**src/rtl/prog_mem_responder.sv**
```systemverilog
// Per-node program store: streams a program in over a valid/ready loader
// port and serves zero-latency instruction fetches once a full program is in.
// Ports: clk, reset (async, active-high); loader: load_start, load_valid,
//   load_data, load_last, load_ready; fetch: Addr_instr, instr, instr_valid;
//   status: prog_len, core_run; parity_err only when PARITY_EN is defined.
// Optional feature macro: PARITY_EN (per-word even parity, sticky error).
module prog_mem_responder #(
  parameter int          DEPTH     = 16,
  parameter int          AW        = 8,
  parameter int          IW        = 18,
  parameter int          LW        = 5,
  parameter logic [IW-1:0] FILL_WORD = '0
) (
  input  logic          clk,
  input  logic          reset,
  input  logic          load_start,
  input  logic          load_valid,
  input  logic [IW-1:0] load_data,
  input  logic          load_last,
  output logic          load_ready,
  input  logic [AW-1:0] Addr_instr,
  output logic [IW-1:0] instr,
  output logic          instr_valid,
  output logic [LW-1:0] prog_len,
  output logic          core_run
`ifdef PARITY_EN
  ,
  output logic          parity_err
`endif
);

  localparam int IXW = $clog2(DEPTH);
`ifdef PARITY_EN
  localparam int MW = IW + 1;
`else
  localparam int MW = IW;
`endif

  typedef enum logic [1:0] {
    IDLE = 2'd0,
    LOAD = 2'd1,
    RUN  = 2'd2
  } state_t;

  state_t        state, state_nxt;
  logic [LW-1:0] wp, wp_nxt, len_nxt;
  logic          we;
  logic [MW-1:0] wdata;
  logic [MW-1:0] mem [DEPTH];
  logic [MW-1:0] word;
  logic          fetch_ok;

  always_ff @(posedge clk or posedge reset) begin
    if (reset) begin
      state    <= IDLE;
      wp       <= '0;
      prog_len <= '0;
    end else begin
      state    <= state_nxt;
      wp       <= wp_nxt;
      prog_len <= len_nxt;
    end
  end

  always_comb begin
    state_nxt  = state;
    wp_nxt     = wp;
    len_nxt    = prog_len;
    we         = 1'b0;
    load_ready = 1'b0;
    core_run   = 1'b0;
    unique case (state)
      IDLE: begin
        if (load_start) begin
          state_nxt = LOAD;
          wp_nxt    = '0;
          len_nxt   = '0;
        end
      end
      LOAD: begin
        load_ready = (wp < LW'(DEPTH));
        // A restart wins over any word presented in the same cycle.
        if (load_start) begin
          wp_nxt  = '0;
          len_nxt = '0;
        end else if (load_valid && load_ready) begin
          we     = 1'b1;
          wp_nxt = wp + LW'(1);
          if (load_last || (wp == LW'(DEPTH - 1))) begin
            state_nxt = RUN;
            len_nxt   = wp + LW'(1);
          end
        end
      end
      RUN: begin
        core_run = 1'b1;
        if (load_start) begin
          state_nxt = LOAD;
          wp_nxt    = '0;
          len_nxt   = '0;
        end
      end
      default: state_nxt = IDLE;
    endcase
  end

`ifdef PARITY_EN
  assign wdata = {^load_data, load_data};
`else
  assign wdata = load_data;
`endif

  always_ff @(posedge clk) begin
    if (we) mem[wp[IXW-1:0]] <= wdata;
  end

  // prog_len <= DEPTH, so a valid fetch always indexes inside the array.
  assign fetch_ok    = (state == RUN) && (Addr_instr < AW'(prog_len));
  assign word        = mem[Addr_instr[IXW-1:0]];
  assign instr       = fetch_ok ? word[IW-1:0] : FILL_WORD;
  assign instr_valid = fetch_ok;

`ifdef PARITY_EN
  // Stored bit makes the whole word even; any odd result is a corruption.
  always_ff @(posedge clk or posedge reset) begin
    if (reset) begin
      parity_err <= 1'b0;
    end else if (load_start) begin
      parity_err <= 1'b0;
    end else if (fetch_ok && (^word)) begin
      parity_err <= 1'b1;
    end
  end
`endif

endmodule

```
**config.mk**
```make
export PLATFORM = sky130hd
export DESIGN_NAME = prog_mem_responder
export DESIGN_NICKNAME = d
export VERILOG_FILES = /design/src/rtl/prog_mem_responder.sv
export SDC_FILE = /design/constraint.sdc
export NUM_CORES = 1
export LEC_CHECK = 0
export BUFFER_PORTS_ARGS = -buffer_cell sky130_fd_sc_hd__buf_2
export CAP_MARGIN = 40
export CORE_UTILIZATION = 45
export DETAILED_ROUTE_END_ITERATION = 7
export REMOVE_ABC_BUFFERS = 1
export SETUP_SLACK_MARGIN = 0.02
export SLEW_MARGIN = 20
export SYNTH_ARGS = -nofsm -noshare
export SYNTH_HDL_FRONTEND = slang
export SYNTH_SLANG_ARGS = --single-unit
```
**constraint.sdc**
```tcl
create_clock -name clk -period 3.3 [get_ports clk]
set_input_delay 0 -clock clk [delete_from_list [all_inputs] [get_ports clk]]
set_output_delay 0 -clock clk [all_outputs]
set_load 0.005 [all_outputs]
```
After elaboration in Yosys (flattened, before gate mapping)

Memory sizes are Yosys's and may differ from the RTL's.
Cells that the tools add are included.

Reductions and logical operators: 9
Multiplexer cells: 21
Equality and inequality tests: 9
$add $sub $neg: 1
$lt $le $gt $ge: 2

Operators with widths:

| operator              | count |
|---|---|
| $mux W5               | 6 |
| $pmux W5 S2           | 2 |
| $mux W18              | 1 |
| $lt A8 B5 Y1          | 1 |
| $mux W2               | 4 |
| $reduce_and A4 Y1     | 2 |
| $mux W1               | 7 |
| $ne A2 B2 Y1 const B  | 3 |
| $ne A3 B3 Y1 const B  | 2 |
| $add A5 B1 Y5 const B | 1 |
| $eq A5 B4 Y1 const B  | 1 |
| $lt A5 B5 Y1 const B  | 1 |
| $pmux W2 S2           | 1 |
| $reduce_and A3 Y1     | 1 |
| $eq A2 B1 Y1 const B  | 1 |
| $eq A2 B2 Y1 const B  | 1 |
| $logic_and A1 B1 Y1   | 2 |
| $logic_not A2 Y1      | 1 |
| $ne A2 B1 Y1 const B  | 1 |
| $reduce_bool A2 Y1    | 1 |
| $reduce_or A2 Y1      | 1 |
| $logic_or A1 B1 Y1    | 1 |

Memories kept: 1
Word-level logic and storage cells: 46
Input port bits: 31
Flip-flop bits (word level): 12
Bits in writable memories: 288

Memories:

| name | depth | width | read ports | clocked after Yosys merged registers in | wr ports | RTL line | source |
|---|---|---|---|---|---|---|---|
| mem  | 16    | 18    | 1          | 0                                       | 1        | 49       | `logic [MW-1:0] mem [DEPTH];` |

Depth between registers and ports, before layout

Gate-level depths: netlist of the first run.

Depth in word-level cells: 7
Gate-level depth with buffers: 7
Gate-level depth less buffers: 7

Worst setup path before layout of the first run

Ideal clock, no wire load.

Path type: register to register
Start: reg state[1]
End: mem mem[3][0] (netlist name), enable pin
Buffers on the path: 1
Setup slack: 0.703 ns
Stages on the path, launching flop included: 6
Setup time: 0.416 ns
Clock period less this slack: 2.597 ns
Arrival time: 2.181 ns
Cell sequence: dfrtp_1 > buf_2 > nor2_1 > and2_1 > nand2_1 > nor3_1

Longest elaborated chain between the ends: 4

RTL lines:

| what                          | RTL line | source |
|---|---|---|
| from (decl)                   | 45       | `state_t state, state_nxt;` |
| from (signal assigned)        | 59       | `state <= state_nxt;` |
| $eq A2 B1 Y1                  | 72       | `unique case (state)` |
| $mux W1                       | 72       |  |
| $mux W1                       | 114      | `if (we) mem[wp[IXW-1:0]] <= wdata;` |
| $mux W1 (not written as such) | 114      |  |
| to (decl)                     | 49       |  |

Every way passes these cells.

Final worst setup path of the first run

Start: reg prog_len[2]
End: out instr[6]

Longest elaborated chain between the ends: 3

RTL lines:

| what                   | RTL line | source |
|---|---|---|
| from (decl)            | 24       | `output logic [LW-1:0] prog_len,` |
| from (signal assigned) | 61       | `prog_len <= len_nxt;` |
| $lt A8 B5 Y1           | 118      | `assign fetch_ok = (state == RUN) && (Addr_instr < AW'(prog_len));` |
| $logic_and A1 B1 Y1    | 118      |  |
| $mux W18               | 120      | `assign instr = fetch_ok ? word[IW-1:0] : FILL_WORD;` |
| to (decl)              | 22       | `output logic [IW-1:0] instr,` |

Every way passes these cells.

==> results.txt, run 1 <==
Run status = complete, no violations
Initial Utilization = 0.4595
Slowest stage cell, crit path = o21ai_4
DR iter-0 viols = 568
Maximum VDD drop = 0.3534 mV
Drt first pass iters = 4
Clock Pin Slew Worst Setup and Hold Paths = 60 ps
Top delay family on crit path = buffers and inverters
H-tree levels = 1
Fin. Hold Viols = 0
CP max stage delay = 500 ps
Setup Skew = 10.24 ps
Area Overhead vs Synth = 17.24%
Total of max-cap violations = 0
Ys async rst share = 0.04000
CP bufs+invs = 3
Post-DP Area = 0.01282 mm2
Tcrit/Tclk final = 0.8682
Post-synth top flop = edfxtp_1
Pin count of the biggest net entering global routing = 50
DRT Wirelength = 26310 um
Relative slew margins = 0.5061
Ratio of cells with drive above 1 in the final layout = 0.3380
Clock sinks = 300
ANT nets after route = 0
Worst Setup Start Kind = flop
P per Cell Area = 574.0 mW/mm2
Die span in y = 165.1 um
CTS tree = built
Post-route cell area = 0.01404 mm2
Most frequent cells in the layout = 288 x edfxtp_1, 67 x mux4_2, 55 x buf_2
CTS buffer count = 31
Most common cell after layout, fill and taps aside = edfxtp_1
Final nets = 734
Placed insts = 973
Wirelength per Cell = 25.03 um
Clock latency on the worst-skew pair = 550 ps
Hold Crit Class = in -> async
DP HPWL = 15910 um
Unrepaired setup endpoints after global routing = false
Mapped Cells = 577
CP max FO = 10
Global-route wire length before repair = 39430 um
Core region area = 0.02606 mm2
Syn Area/Cell = 20.75 um2
Seq/Total Area, Yosys = 0.7473
ANT cells = 0
Placer Congestion = 0.7999
Setup-failing EPs final = 0
DR vias = 6009
Synth cell types = 37
Crit Path Category = reg -> out
CP Data Arrival Time = 2870 ps
Vias in the first global route = 6410
Seq cells post-synth = 300
Worst Setup End Kind = output pin
Synthesized area = 0.01197 mm2
Worst path cell trace = inv_1, ha_1, nand2_1, o21ai_4, buf_4, a211oi_1, buf_2
Fin. max-slew vios = 0
GR Overflow Total = 0
Initial antenna violation count = 0
Minimum clock period = 2865 ps
Max Clock Freq = 349.0 MHz
Synth Warn # = 0
Worst-case clock buffer depth = 3
EDFF count, synth = 288
Via density per instance = 5.717
Fill count = 2047
Root Driver = clkbuf_16
Placement Rows = 59
I/O pin cnt = 57
Non-filler cells, final = 1051
Worst-Margin Slew = 740.9 ps
Post-route DRC violation count = 0
Req. time, crit path = 3300 ps
GRT Total Usage = 0.2023
Post-CTS setup buffers = 0
Setup TNS = 0 ps
Die width = 165.1 um
Die ar. = 0.02726 mm2
Pleak = 4.695 nW
Port bufs = 56
[Yosys cell counts (6+ instances only)]
cell        n  area, um2
nor2_2      8      50.05
dfrtp_1    12      300.3
mux4_2     67       1509
nor2b_1     6      37.54
buf_2       8      40.04
a22o_1     41      359.1
nand2_1    17      63.81
o21ai_0     7      35.03
inv_1       9      33.78
clkbuf_1   10      37.54
ha_1        9      112.6
a211oi_1    9      67.56
nor2_1     27      101.4
edfxtp_1  288       8648
a211oi_2    9      112.6
buf_6       7      78.83
a21oi_1     6      30.03
[report_power, final]
| part | total (mW) | internal, mW | switching, mW |
|---|---|---|---|
| clock | 3.40 | 2.02 | 1.38 |
| combinational | 0.429 | 0.183 | 0.246 |
| sequential | 4.23 | 4.21 | 0.0198 |
| total | 8.06 | 6.41 | 1.65 |
[registers in the layout, indices dropped and copies added, names as in the netlist]
signal / flops
state: 2
mem: 288
wp: 5
prog_len: 5
[per-layer routing]
layer,part of all wire,GRT usage,vias to the layer above
met5,0,0,-
met4,0.018,0.04462,0
met3,0.052,0.03072,34
met2,0.49,0.3300,171
met1,0.44,0.2893,3173
li1,-,-,2631
[worst register-to-register path: stages, from the launching register on]
cell,delay [ps]
dfrtp_1,430
ha_1,290
and3_1,180
ha_1,190
nor2_1,150
nor2b_1,80
a21oi_1,120
nor2_1,50
dlygate4sd3_1,550
[through the flow]
stage	setup WS, ps	util	power (mW)	hold slack, ps
after floorplan	632.2	-	4.516	-135.3
after global placement	972.1	0.4921	4.708	30.45
after detailed placement	971.1	0.4921	4.719	33.23
after CTS	380.3	0.5387	8.127	0.9838
after global routing	368.0	0.5387	8.291	64.21
final	434.8	0.5387	8.058	8.214
[final timing paths]
path                            cells past startpoint  slack [ps]   startpoint           to
worst min-delay path                                3           8        reset  prog_len[1]
worst min register to register                      2         530        wp[4]        wp[4]
worst max-delay path                                7         430  prog_len[2]     instr[6]
worst max register to register                      8        1140        wp[0]     state[1]
max in group asynchronous                           3        2970        reset        wp[0]
min in group clk                                    5         120   load_valid        wp[4]
[cells by family (layout without fill, tap and decap cells)]
kind of cell / count (synthesis) / after routing / share of synthesized area
simple gates: 75 / 75 / 0.03010
fa+ha+maj: 9 / 9 / 0.009405
xor+xnor: 2 / 2 / 0.001463
compound gates: 78 / 78 / 0.05486
flops: 300 / 300 / 0.7473
buf+inv: 40 / 179 / 0.01891
mux: 73 / 73 / 0.1379
[cell type report]
cell class | count | area (um2) | share of cell area
tap | 335 | 419.2 | 0.02986
clock buffer | 36 | 794.5 | 0.05660
multi-input combinational | 237 | 2856 | 0.2035
inverter | 9 | 33.78 | 0.002406
timing repair buffer | 115 | 795.8 | 0.05668
clock inverter | 19 | 190.2 | 0.01355
sequential | 300 | 8949 | 0.6374
[what timing repair did]
action	CTS	global route
hold buffers	23	0
gates resized for setup	0	0
hold endpoints to repair	310	0
(Power assumes the default switching activity.)
==> run 2, diff against run 1 <==
--- a/config.mk
+++ b/config.mk
@@ -5,10 +5,11 @@
 export SDC_FILE = /design/constraint.sdc
 export NUM_CORES = 1
 export LEC_CHECK = 0
-export BUFFER_PORTS_ARGS = -buffer_cell sky130_fd_sc_hd__buf_2
+export BUFFER_PORTS_ARGS = -buffer_cell sky130_fd_sc_hd__buf_4
 export CAP_MARGIN = 40
 export CORE_UTILIZATION = 45
 export DETAILED_ROUTE_END_ITERATION = 7
+export RECOVER_POWER = 100
 export REMOVE_ABC_BUFFERS = 1
 export SETUP_SLACK_MARGIN = 0.02
 export SLEW_MARGIN = 20
==> run 2 against run 1 <==
Cell area is 0.95% lower. Via count up 0.33%. Sequential share of layout area grew 0.61 points. Clock power decreased by 8.2%. Maximum frequency grew 11%. Non-clock buffer count shrank 1. Sequential cell count unchanged. Core utilization fell by 0.51 points. Largest cell class unchanged.
==> results.txt, run 2 (synthesis gave the netlist of run 1 again) <==
Req. time, crit path = 3460 ps (+160 ps)
Global-route wire length before repair = 39130 um (-0.75%)
Relative slew margins = 0.3644 (-0.1417)
Placer Congestion = 0.7305 (-8.7%)
ANT cells = 0 (unchanged)
I/O pin cnt = 57 (unchanged)
CP Data Arrival Time = 2740 ps (-130 ps)
Most frequent cells in the layout = 288 x edfxtp_1, 67 x mux4_2, 41 x a22o_1
DR vias = 6029 (+0.33%)
Via density per instance = 5.753 (+0.62%)
Setup TNS = 0 ps (unchanged)
Sequential Power Share = 0.544 (+0.019)
Setup Skew = 12.81 ps (+2.569 ps)
Pin count of the biggest net entering global routing = 57 (+14%)
Area Overhead vs Synth = 16.13%
P_int = 6.173 mW (-3.7%)
CTS tree = built
ANT nets after route = 0 (unchanged)
Clock sinks = 300 (unchanged)
DP HPWL = 15730 um (-1.2%)
P_sw = 1.604 mW (-2.8%)
Worst-case clock buffer depth = 3 (unchanged)
Largest register FFs = 288 (unchanged)
Fill count = 2059 (+0.59%)
Setup-failing EPs final = 0 (unchanged)
DRT Wirelength = 26420 um (+0.43%)
Die width = 165.1 um (unchanged)
Maximum VDD drop = 0.3515 mV (-0.55%)
Max Clock Freq = 387.5 MHz (+11%)
Total power = 7.776 mW (-3.5%)
Initial antenna violation count = 0 (unchanged)
Total of max-cap violations = 0 (unchanged)
DR iter-0 viols = 487 (-14%)
Pleak = 4.515 nW (-3.8%)
Worst Setup Start Kind = flop
Post-route DRC violation count = 0 (unchanged)
Die span in y = 165.1 um (unchanged)
Worst-Margin Slew = 953.4 ps (+212.5 ps)
Vias in the first global route = 6412 (+0.031%)
Non-filler cells, final = 1048 (-0.29%)
H-tree levels = 1 (unchanged)
Root Driver = clkbuf_16
Fin. Hold Viols = 0 (unchanged)
Die ar. = 0.02726 mm2 (unchanged)
Area occupied by registers = 0.008949 mm2 (unchanged)
Worst Setup End Kind = flop
Ratio of cells with drive above 1 in the final layout = 0.2581 (-0.07992)
Final nets = 733 (-0.14%)
Hold Crit Class = in -> async
P per Cell Area = 559.2 mW/mm2 (-2.6%)
GR Overflow Total = 0 (unchanged)
Drt first pass iters = 4 (unchanged)
Crit Path Category = reg -> reg
Switching Share = 0.2062 (+0.001459)
Placed insts = 972 (-0.10%)
Unrepaired setup endpoints after global routing = false
Multi-input logic area = 0.002796 mm2 (-2.1%)
Core region area = 0.02606 mm2 (unchanged)
Most common cell after layout, fill and taps aside = edfxtp_1
Initial Utilization = 0.4595 (unchanged)
Clock latency on the worst-skew pair = 540 ps (about the same)
Clock power frac = 0.401 (-0.021)
Wirelength per Cell = 25.21 um (+0.71%)
Run status = complete, no violations
Minimum clock period = 2580 ps (-284.8 ps)
GRT Total Usage = 0.2008 (-0.001505)
Post-DP Area = 0.01300 mm2 (+1.3%)
CP max FO = 13 (+3)
Post-route cell area = 0.01391 mm2 (-0.95%)
Comb pwr share = 0.055 (+0.002)
Tcrit/Tclk final = 0.7819 (-0.08631)
Placement Rows = 59 (unchanged)
Fin. max-slew vios = 0 (unchanged)
CTS buffer count = 31 (unchanged)
Port bufs = 56 (unchanged)
Clock Pin Slew Worst Setup and Hold Paths = 60 ps (about the same)
## run 2: cell type report
cell class,instances,share of cell area
clock inverter,16,0.007108
sequential,300,0.6435
multi-input combinational,237,0.2011
clock buffer,37,0.05741
tap,335,0.03014
timing repair buffer,114,0.05831
inverter,9,0.002429
## run 2: stage by stage
step                hold slack [ps]  setup WS (ps)    util
finish                        32.50          719.7  0.5336
global route                  87.75          536.7  0.5336
CTS                           29.79          831.8  0.5420
detailed placement            52.97           1218  0.4987
global placement              33.22           1231  0.4973
floorplan                    -135.3          632.2       -
## run 2: worst paths after layout
kind | slack, ps | to | depth (start not counted) | from
worst min-delay path | 30 | state[1] | 3 | reset
worst max register to register | 720 | mem[8][17] | 5 | state[0]
worst min register to register | 560 | wp[4] | 2 | wp[4]
max in group asynchronous | 2930 | wp[0] | 3 | reset
min in group clk | 160 | prog_len[0] | 5 | load_valid
worst max-delay path | 720 | mem[8][17] | 5 | state[0]
## run 2: timing repair
item	4_1_cts	5_1_grt
gates resized for setup	0	0
setup buffers	0	0
hold endpoints to repair	311	0
hold buffers	23	0
## run 2: power groups by stage
stage,logic [mW],registers [mW],clock network [mW]
2_1_floorplan,0.212,4.30,0
3_3_place_gp,0.415,4.30,0
3_5_place_dp,0.430,4.31,0
4_1_cts,0.454,4.23,3.18
5_1_grt,0.464,4.23,3.32
6_report,0.430,4.23,3.12
## run 2: metal layers
layer | routed length (um) | global-route usage | vias to the layer above
met1 | 10850 | 0.2663 | 3204
met5 | 0 | 0 | -
met4 | 569 | 0.05505 | 0
met3 | 1321 | 0.02647 | 36
li1 | - | - | 2639
met2 | 13680 | 0.3484 | 150
## run 2: worst max-delay path, cell delays in order (launching register included)
cell	delay (ps)
dfrtp_1	570
and3b_1	230
and2_0	250
nand2_1	190
nor2_1	210
clkbuf_1	740
==> run 3, diff against run 2 <==
==> constraint.sdc (replaced) <==
create_clock -name clk -period 2.63 [get_ports clk]
set_input_delay 0 -clock clk [delete_from_list [all_inputs] [get_ports clk]]
set_output_delay 0 -clock clk [all_outputs]
set_load 0.005 [all_outputs]
==> run 3 against run 2 <==
Critical path type unchanged. Highest routed layer unchanged. Final cell count about the same. Sequential share of layout area down 0.94 points. Core utilization up 0.79 points.
==> results.txt, run 3 (synthesis gave the netlist of run 1 again) <==
CTS tree = built
Placed insts = 971 (-0.10%)
Root Driver = clkbuf_16
Maximum VDD drop = 0.4660 mV (+33%)
Hold Crit Class = in -> async
Switching Share = 0.2033 (-0.002899)
Clock power frac = 0.434 (+0.033)
Clock Pin Slew Worst Setup and Hold Paths = 60 ps (about the same)
ANT nets after route = 0 (unchanged)
CP max FO = 18 (+5)
Fin. max-slew vios = 0 (unchanged)
P_int = 8.262 mW (+34%)
DR iter-0 viols = 490 (+0.62%)
Fin. Hold Viols = 0 (unchanged)
Drt first pass iters = 5 (+1)
Critical path depth = 5 (unchanged)
Reg-to-reg setup timing slack = 240 ps (-480 ps)
Total power = 10.37 mW (+33%)
Slowest stage cell, crit path = dfrtp_1
CP startpoint = state[0]
Crit Path Category = reg -> reg
Die width = 165.1 um (unchanged)
Setup TNS = 0 ps (unchanged)
Worst Setup Start Kind = flop
P per Cell Area = 734.8 mW/mm2 (+31%)
DP HPWL = 16290 um (+3.6%)
Clock sinks = 300 (unchanged)
Global-route wire length before repair = 39450 um (+0.81%)
GRT Total Usage = 0.2036 (+0.002815)
CP bufs+invs = 1 (unchanged)
CP Data Arrival Time = 2560 ps (-180 ps)
Port bufs = 56 (unchanged)
Worst Reg-to-Reg Cells = 5 (unchanged)
Post-CTS setup buffers = 0 (unchanged)
Largest register FFs = 288 (unchanged)
Non-filler cells, final = 1049 (+0.095%)
Final nets = 730 (-0.41%)
Initial antenna violation count = 0 (unchanged)
RR Endpoint = mem[1][1]
Initial Utilization = 0.4595 (unchanged)
Worst-Margin Slew = 870.1 ps (-83.33 ps)
Run status = complete, no violations
Die span in y = 165.1 um (unchanged)
DR vias = 5979 (-0.83%)
Relative slew margins = 0.4138 (+0.04943)
P_sw = 2.108 mW (+31%)
ANT cells = 0 (unchanged)
Tcrit/Tclk final = 0.9078 (+0.1259)
Post-route DRC violation count = 0 (unchanged)
Most common cell after layout, fill and taps aside = edfxtp_1
Fill count = 2033 (-1.3%)
Req. time, crit path = 2800 ps (-660 ps)
Worst path cell trace = and3b_1, and2_0, nand2_1, nor3_1, clkbuf_2
Final Core Density = 0.5416 (+0.007923)
Pin count of the biggest net entering global routing = 33 (-42%)
Max Clock Freq = 418.8 MHz (+8.1%)
Post-CTS Resized = 0 (unchanged)
Placement Rows = 59 (unchanged)
Setup-failing EPs final = 0 (unchanged)
I/O pin cnt = 57 (unchanged)
Ratio of cells with drive above 1 in the final layout = 0.3053 (+0.04726)
Clock latency on the worst-skew pair = 540 ps (about the same)
Worst hold slack = 24.11 ps (-8.397 ps)
Setup Skew = 8.581 ps (-4.230 ps)
CP max stage delay = 560 ps (-180 ps)
CTS buffer count = 30 (-3.2%)
Total of max-cap violations = 0 (unchanged)
Pleak = 4.647 nW (+2.9%)
DRT Wirelength = 26150 um (-1.0%)
Most frequent cells in the layout = 288 x edfxtp_1, 67 x mux4_2, 44 x buf_4
Placer Congestion = 0.7721 (+5.7%)
Sequential Power Share = 0.512 (-0.032)
Vias in the first global route = 6407 (-0.078%)
Die ar. = 0.02726 mm2 (unchanged)
Core region area = 0.02606 mm2 (unchanged)
Worst Setup End Kind = flop
Minimum clock period = 2388 ps (-192.8 ps)
Wirelength per Cell = 24.92 um (-1.1%)
Unrepaired setup endpoints after global routing = false
Worst-case clock buffer depth = 3 (unchanged)
Top delay family on crit path = simple AND/OR/NAND/NOR gates
GR Overflow Total = 0 (unchanged)
Area Overhead vs Synth = 17.86%
Via density per instance = 5.700 (-0.92%)
R2r startpoint = state[0]
H-tree levels = 1 (unchanged)
Comb pwr share = 0.055 (about the same)
-- run 3: cell types whose count changed in the layout (fill, tap and decap cells not counted), sizes merged --
cell | previous run | this run
buf | 40 | 49
clkbuf | 88 | 74
dlygate4sd3 | 23 | 22
inv | 9 | 10
bufinv | 1 | 6
clkinv | 13 | 12
clkinvlp | 2 | 4
-- run 3: metal layers --
layer	global-route usage	routed length [um]
met5	0	0
met2	0.3610	13720
met3	0.02522	1010
met4	0.06297	726
met1	0.2615	10690
-- run 3: cell type report --
class,count,area (um2),share of cell area
multi-input cells,237,2801,0.1985
flip-flops and latches,300,8949,0.6341
clock inverters,23,280.3,0.01986
clock buffers,33,783.3,0.05550
repair buffers,112,845.8,0.05993
well taps,335,419.2,0.02970
inverters,9,33.78,0.002394
-- run 3: how the worst max path moves through the flow --
stage	end	slack [ps]
after global placement	mem[3][9]	680
after global routing	mem[2][10]	90
after CTS	instr[0]	200
after floorplan	mem[3][0]	-40
after detailed placement	mem[8][1]	600
final	mem[1][1]	240
-- run 3: power groups by stage --
stage                     clock network (mW)  registers, mW  logic (mW)
after floorplan                            0           5.40       0.266
after global placement                     0           5.40       0.561
after detailed placement                   0           5.40       0.575
after CTS                               4.56           5.30       0.602
after global routing                    4.73           5.31       0.616
final                                   4.50           5.31       0.568
-- run 3: repair_timing --
item                       4_1_cts  5_1_grt
setup endpoints to repair        0        0
hold endpoints to repair       311        0
hold buffers                    22        0
-- run 3: worst min-delay path, delay by kind of cell --
family,cells,cell delay [ps]
buffers and inverters,3,1010
-- run 3: per-stage QoR --
stage	worst slack, ps	area [um2]
after detailed placement	604.6	12990
after floorplan	-37.83	11780
after global routing	91.17	14110
final	242.5	14110
after global placement	683.0	12980
after CTS	204.8	14270
